File: src/rtl/alu_arbiter.sv
// Two-port arbiter in front of the shared combinational ALU, with a one-entry
// result buffer tagged by owning port and released per port via valid/ready.
module alu_arbiter #(
  parameter bit FIXED_PRIO = 1'b0
) (
  input  logic        clk,
  input  logic        rst_n,
  input  logic        req0_valid,
  output logic        req0_ready,
  input  logic [3:0]  req0_ctrl,
  input  logic [31:0] req0_op1,
  input  logic [31:0] req0_op2,
  input  logic        req1_valid,
  output logic        req1_ready,
  input  logic [3:0]  req1_ctrl,
  input  logic [31:0] req1_op1,
  input  logic [31:0] req1_op2,
  output logic        rsp0_valid,
  input  logic        rsp0_ready,
  output logic        rsp1_valid,
  input  logic        rsp1_ready,
  output logic [31:0] rsp_result,
  output logic        rsp_zero,
  input  logic        flush0,
  output logic [3:0]  alu_ctrl,
  output logic [31:0] alu_datain1,
  output logic [31:0] alu_datain2,
  input  logic [31:0] alu_result,
  input  logic        alu_zero
);

  logic        full_q, full_d;
  logic        owner_q, owner_d;
  logic        zero_q, zero_d;
  logic        last_q, last_d;
  logic [31:0] result_q, result_d;

  logic drain, flush_clr, can_accept, v0, v1, gnt0, gnt1;

  always_comb begin
    drain      = full_q & (owner_q ? rsp1_ready : rsp0_ready);
    flush_clr  = full_q & ~owner_q & flush0;
    can_accept = ~full_q | drain | flush_clr;
    v0         = req0_valid & ~flush0;
    v1         = req1_valid;
    gnt0       = 1'b0;
    gnt1       = 1'b0;
    // rst_n gating keeps both readies low while reset is held
    if (can_accept && rst_n) begin
      if (v0 && v1) begin
        if (FIXED_PRIO || last_q) gnt0 = 1'b1;
        else                      gnt1 = 1'b1;
      end else begin
        gnt0 = v0;
        gnt1 = v1;
      end
    end
  end

  assign req0_ready = gnt0;
  assign req1_ready = gnt1;

  // Idle cycles park the ALU on port 0's fields.
  always_comb begin
    alu_ctrl    = gnt1 ? req1_ctrl : req0_ctrl;
    alu_datain1 = gnt1 ? req1_op1  : req0_op1;
    alu_datain2 = gnt1 ? req1_op2  : req0_op2;
  end

  always_comb begin
    full_d   = full_q;
    owner_d  = owner_q;
    result_d = result_q;
    zero_d   = zero_q;
    last_d   = last_q;
    if (gnt0 || gnt1) begin
      full_d   = 1'b1;
      owner_d  = gnt1;
      result_d = alu_result;
      zero_d   = alu_zero;
      last_d   = gnt1;
    end else if (drain || flush_clr) begin
      full_d   = 1'b0;
    end
  end

  always_ff @(posedge clk or negedge rst_n) begin
    if (!rst_n) begin
      full_q   <= 1'b0;
      owner_q  <= 1'b0;
      result_q <= '0;
      zero_q   <= 1'b0;
      last_q   <= 1'b1;
    end else begin
      full_q   <= full_d;
      owner_q  <= owner_d;
      result_q <= result_d;
      zero_q   <= zero_d;
      last_q   <= last_d;
    end
  end

  assign rsp0_valid = full_q & ~owner_q;
  assign rsp1_valid = full_q &  owner_q;
  assign rsp_result = result_q;
  assign rsp_zero   = zero_q;

endmodule

File: config.mk
export PLATFORM = sky130hd
export DESIGN_NAME = alu_arbiter
export DESIGN_NICKNAME = d
export VERILOG_FILES = /design/src/rtl/alu_arbiter.sv
export SDC_FILE = /design/constraint.sdc
export NUM_CORES = 1
export LEC_CHECK = 0
export CAP_MARGIN = 10
export CORE_AREA = 3 3 108 110
export CTS_BUF_LIST = sky130_fd_sc_hd__clkbuf_8
export DETAILED_ROUTE_END_ITERATION = 10
export DIE_AREA = 0 0 111 113
export PLACE_DENSITY = 0.69
export SLEW_MARGIN = 20
export SYNTH_ARGS = -nofsm -noshare
export SYNTH_HDL_FRONTEND = slang
export SYNTH_SLANG_ARGS = --single-unit
export TNS_END_PERCENT = 30
File: constraint.sdc
create_clock -name clk -period 1.62 [get_ports clk]
set_input_delay 0.162 -clock clk [delete_from_list [all_inputs] [get_ports clk]]
set_output_delay 0.162 -clock clk [all_outputs]
set_load 0.02 [all_outputs]
==> impl_metrics.env <==
export IMPL_ys_seq_area_frac=0.396
export IMPL_slowest_delay_ps=440
export IMPL_insertedDiodeCount=0
export IMPL_rsz0062_at_grt="true"
export IMPL_combinationalPowerShare=0.558
export IMPL_netlist_top_cells_count="mux2_2 (93), dfrtp_1 (35), mux2_4 (9), buf_2 (6), buf_4 (3)"
export IMPL_static_leakage_power_nw=2.39
export IMPL_dieWidth_um=111
export IMPL_switching_power_w=0.00135
export IMPL_fraction_of_power_consumed_by_sequential_logic=0.291
export IMPL_initial_core_util=0.211
export IMPL_post_route_drc_count=0
export IMPL_setup_worst_path_end_class="primary output"
export IMPL_hpwlAfterDp_mm=9.26
export IMPL_final_layout_size_suffix_gt1_frac=0.457
export IMPL_synthDominantCellAreaShare=0.460
export IMPL_wl_per_instance_um=18.3
export IMPL_critical_path_class="flip-flop to primary output"
export IMPL_fin_ws_ps=-476
export IMPL_netSwitchingFraction=0.328
export IMPL_grt_most_used_layer="met2"
export IMPL_rrSetupSlack_ps=-60
export IMPL_drt_wl_total_mm=11.1
export IMPL_cts_buffers_inserted=5
export IMPL_synth_fp_nets=342
export IMPL_design_portCount=281
export IMPL_routed_via_density=4.19
export IMPL_finalSetupViolCount=103
export IMPL_power_per_cell_area_nw_per_um2=743
export IMPL_antenna_left=0
export IMPL_synth_enable_flop_cells=0
export IMPL_final_net_count=639
export IMPL_pre_cts_ws_ps=-811
export IMPL_relSlewSlack=0.687
export IMPL_dpl_cell_area_um2=5330
export IMPL_grt_pass1_wl_mm=15.6
export IMPL_syn_cell_area_um2=2280
export IMPL_pwr_share_clk=0.151
export IMPL_critical_path_slowest_cell="dfrtp_2"
export IMPL_design_die_area_um2=12500
export IMPL_tightestPinTransition_ps=470
export IMPL_hold_viol=0
export IMPL_final_instance_count_excl_fill=604
export IMPL_critical_path_max_fanout=15
export IMPL_postSynth_topFlopCell="dfrtp_1"
export IMPL_die_height_um=113
export IMPL_clock_latency_ps=280
export IMPL_grt_use_met3=0.0545
export IMPL_yosys_register_bits=36
export IMPL_finClkSkew_ps=7.57
export IMPL_postSynth_asyncResetShare=1.00
export IMPL_first_iter_violations=52
export IMPL_rr_worst_depth=7
export IMPL_numClockSinks=36
export IMPL_cp_cell_sequence="nor2b_4, o21ai_4, nand4_4, buf_12, clkbuf_16, mux2_2, buf_2"
export IMPL_power_internal_w=0.00276
export IMPL_worstSetupStartpointType="flip-flop"
export IMPL_global_route_usage_met2=0.286
export IMPL_portBuffers=280
export IMPL_postSynthCellCount=166
export IMPL_post_synth_top_count_cell="mux2_2"
export IMPL_irDropWorstVdd_mv=0.421
export IMPL_area_growth_syn_to_fin_pct=143
export IMPL_synth_top_cells_by_area="mux2_2 (46%), dfrtp_1 (38%), mux2_4 (5.9%), buf_2 (1.3%), dfstp_2 (1.2%)"
export IMPL_clock_path_buffers=2
export IMPL_grt_antenna_before_repair=2
export IMPL_yosys_area_top_type="mux2_2"
export IMPL_status="complete, but fails checks"
export IMPL_timing_fmax_ghz=0.477
export IMPL_grt_pass1_vias=2732
export IMPL_postCtsHoldBufs=0
export IMPL_worst_flop_to_flop_path_endpoint="rsp_result[30]$_DFFE_PN0P_"
export IMPL_hp_class="primary input to asynchronous set/reset pin"
export IMPL_r2r_start="owner_q$_DFFE_PN0P_"
export IMPL_finalCoreUtilization=0.513
export IMPL_final_global_route_overflow_total=0
export IMPL_routabilityCongestion=0.784
export IMPL_number_of_distinct_library_cells_after_synthesis=21
export IMPL_htree_num_levels=2
export IMPL_clock_tree_from_tritoncts="yes"
export IMPL_portion_of_the_clock_cycle_consumed_by_the_worst_path_in_the_final_layout=1.29
export IMPL_maximum_number_of_pins_on_one_net_before_global_route_repair=40
export IMPL_worst_ep_required_time_ps=1460
export IMPL_post_cts_clock_slew_at_the_launch_and_capture_registers_of_the_worst_setup_and_hold_paths_ps=70
export IMPL_placedCellCount=588
export IMPL_maxCapViolCount=0
export IMPL_stdcell_area_um2=5540
export IMPL_avgSynthCellArea_um2=13.7
export IMPL_core_area_um2=10800
export IMPL_globalRouteMet1Util=0.183
export IMPL_firstDrtPassIters=4
export IMPL_grt_util_all_layers=0.159
export IMPL_timing_max_transition_violations_final=0
export IMPL_worst_endpoint_arrival_ps=1930
export IMPL_number_of_cell_rows=38
export IMPL_failing_checks="setup timing"
export IMPL_finalCriticalPeriod_ps=2100
export IMPL_yosysWarningCount=0
export IMPL_ctsRootBufferMaster="clkbuf_8"
export IMPL_dr_total_vias=2532
area by class of cell:
| class | instances | area (um2) |
|---|---|---|
| fillers | 1028 | 5250 |
| repair buffers | 301 | 3030 |
| multi-input cells | 117 | 1340 |
| flip-flops and latches | 36 | 903 |
| well taps | 140 | 175 |
| clock buffers | 5 | 68.8 |
| clock inverters | 3 | 18.8 |
| inverters | 2 | 7.51 |
timing repair:
| item | 4_1_cts | 5_1_grt |
|---|---|---|
| resized for setup | 260 | 115 |
| setup buffers | 0 | 3 |
| endpoints found under the setup margin | 105 | 88 |
| pin swaps | 0 | 1 |
| endpoints found under the hold margin | 0 | 0 |
| cloned | 0 | 5 |
sequential cells by signal, summed over array words and instances (netlist names):
register / cells
rsp_result: 32
last_q: 1
full_q: 1
owner_q: 1
rsp_zero: 1
worst max path at each step:
stage | slack (ps) | cells after the start | start | endpoint
floorplan | 0.6 | 6 | owner_q$_DFFE_PN0P_ | alu_datain2[22]
detailed placement | -810 | 7 | req0_valid | alu_datain1[7]
finish | -480 | 7 | owner_q$_DFFE_PN0P_ | alu_datain2[14]
CTS | -590 | 6 | owner_q$_DFFE_PN0P_ | alu_datain2[22]
global route | -560 | 7 | owner_q$_DFFE_PN0P_ | alu_ctrl[2]
global placement | -780 | 7 | req0_valid | alu_ctrl[1]
cells by family (layout without fill, tap and decap cells):
family	after synthesis	after routing	synth area share
multiplexers	102	102	0.520
flip-flops	36	36	0.396
buffers and inverters	13	311	0.0363
AND/OR/NAND/NOR	11	11	0.0330
AO/OA/AOI/OAI	4	4	0.0148
cell usage in the layout (no fill, tap or decap), types with 4 or more instances in the layout:
cell / synthesis / layout
clkbuf_8: 0 / 5
clkdlybuf4s50_1: 0 / 206
buf_6: 2 / 43
mux2_2: 93 / 90
buf_4: 3 / 12
buf_12: 0 / 5
buf_2: 6 / 27
clkbuf_16: 0 / 4
mux2_4: 9 / 12
dfrtp_1: 35 / 34
worst max-delay path, delay by kind of cell, from the launching register on:
family | cells | cell delay (ps)
buffers and inverters | 3 | 510
DFF | 1 | 440
muxes | 1 | 270
and+or+nand+nor | 2 | 240
AOI/OAI and AO/OA | 1 | 170
through the flow:
| stage | power (W) | hold slack (ps) | setup TNS [ps] |
|---|---|---|---|
| floorplan | 0.00218 | -134 | 0 |
| global placement | 0.00342 | 310 | -61250 |
| detailed placement | 0.00345 | 330 | -64010 |
| CTS | 0.00399 | 11.5 | -30650 |
| global route | 0.00434 | 32.2 | -39080 |
| finish | 0.00411 | 0.995 | -31490 |
per-layer routing:
metal | wire length, um | vias to the layer above
li1 | - | 1201
met1 | 4060 | 1165
met2 | 5750 | 148
met3 | 1060 | 14
met4 | 174 | 4
met5 | 23 | -
power groups by stage:
stage	Clock (W)	Sequential (W)	Combinational [W]
floorplan	0	0.00143	0.000746
global placement	0	0.00120	0.00222
detailed placement	0	0.00122	0.00223
CTS	0.000655	0.00120	0.00214
global route	0.000703	0.00122	0.00241
finish	0.000621	0.00120	0.00229
No activity file was read; power rests on OpenSTA's default activity.
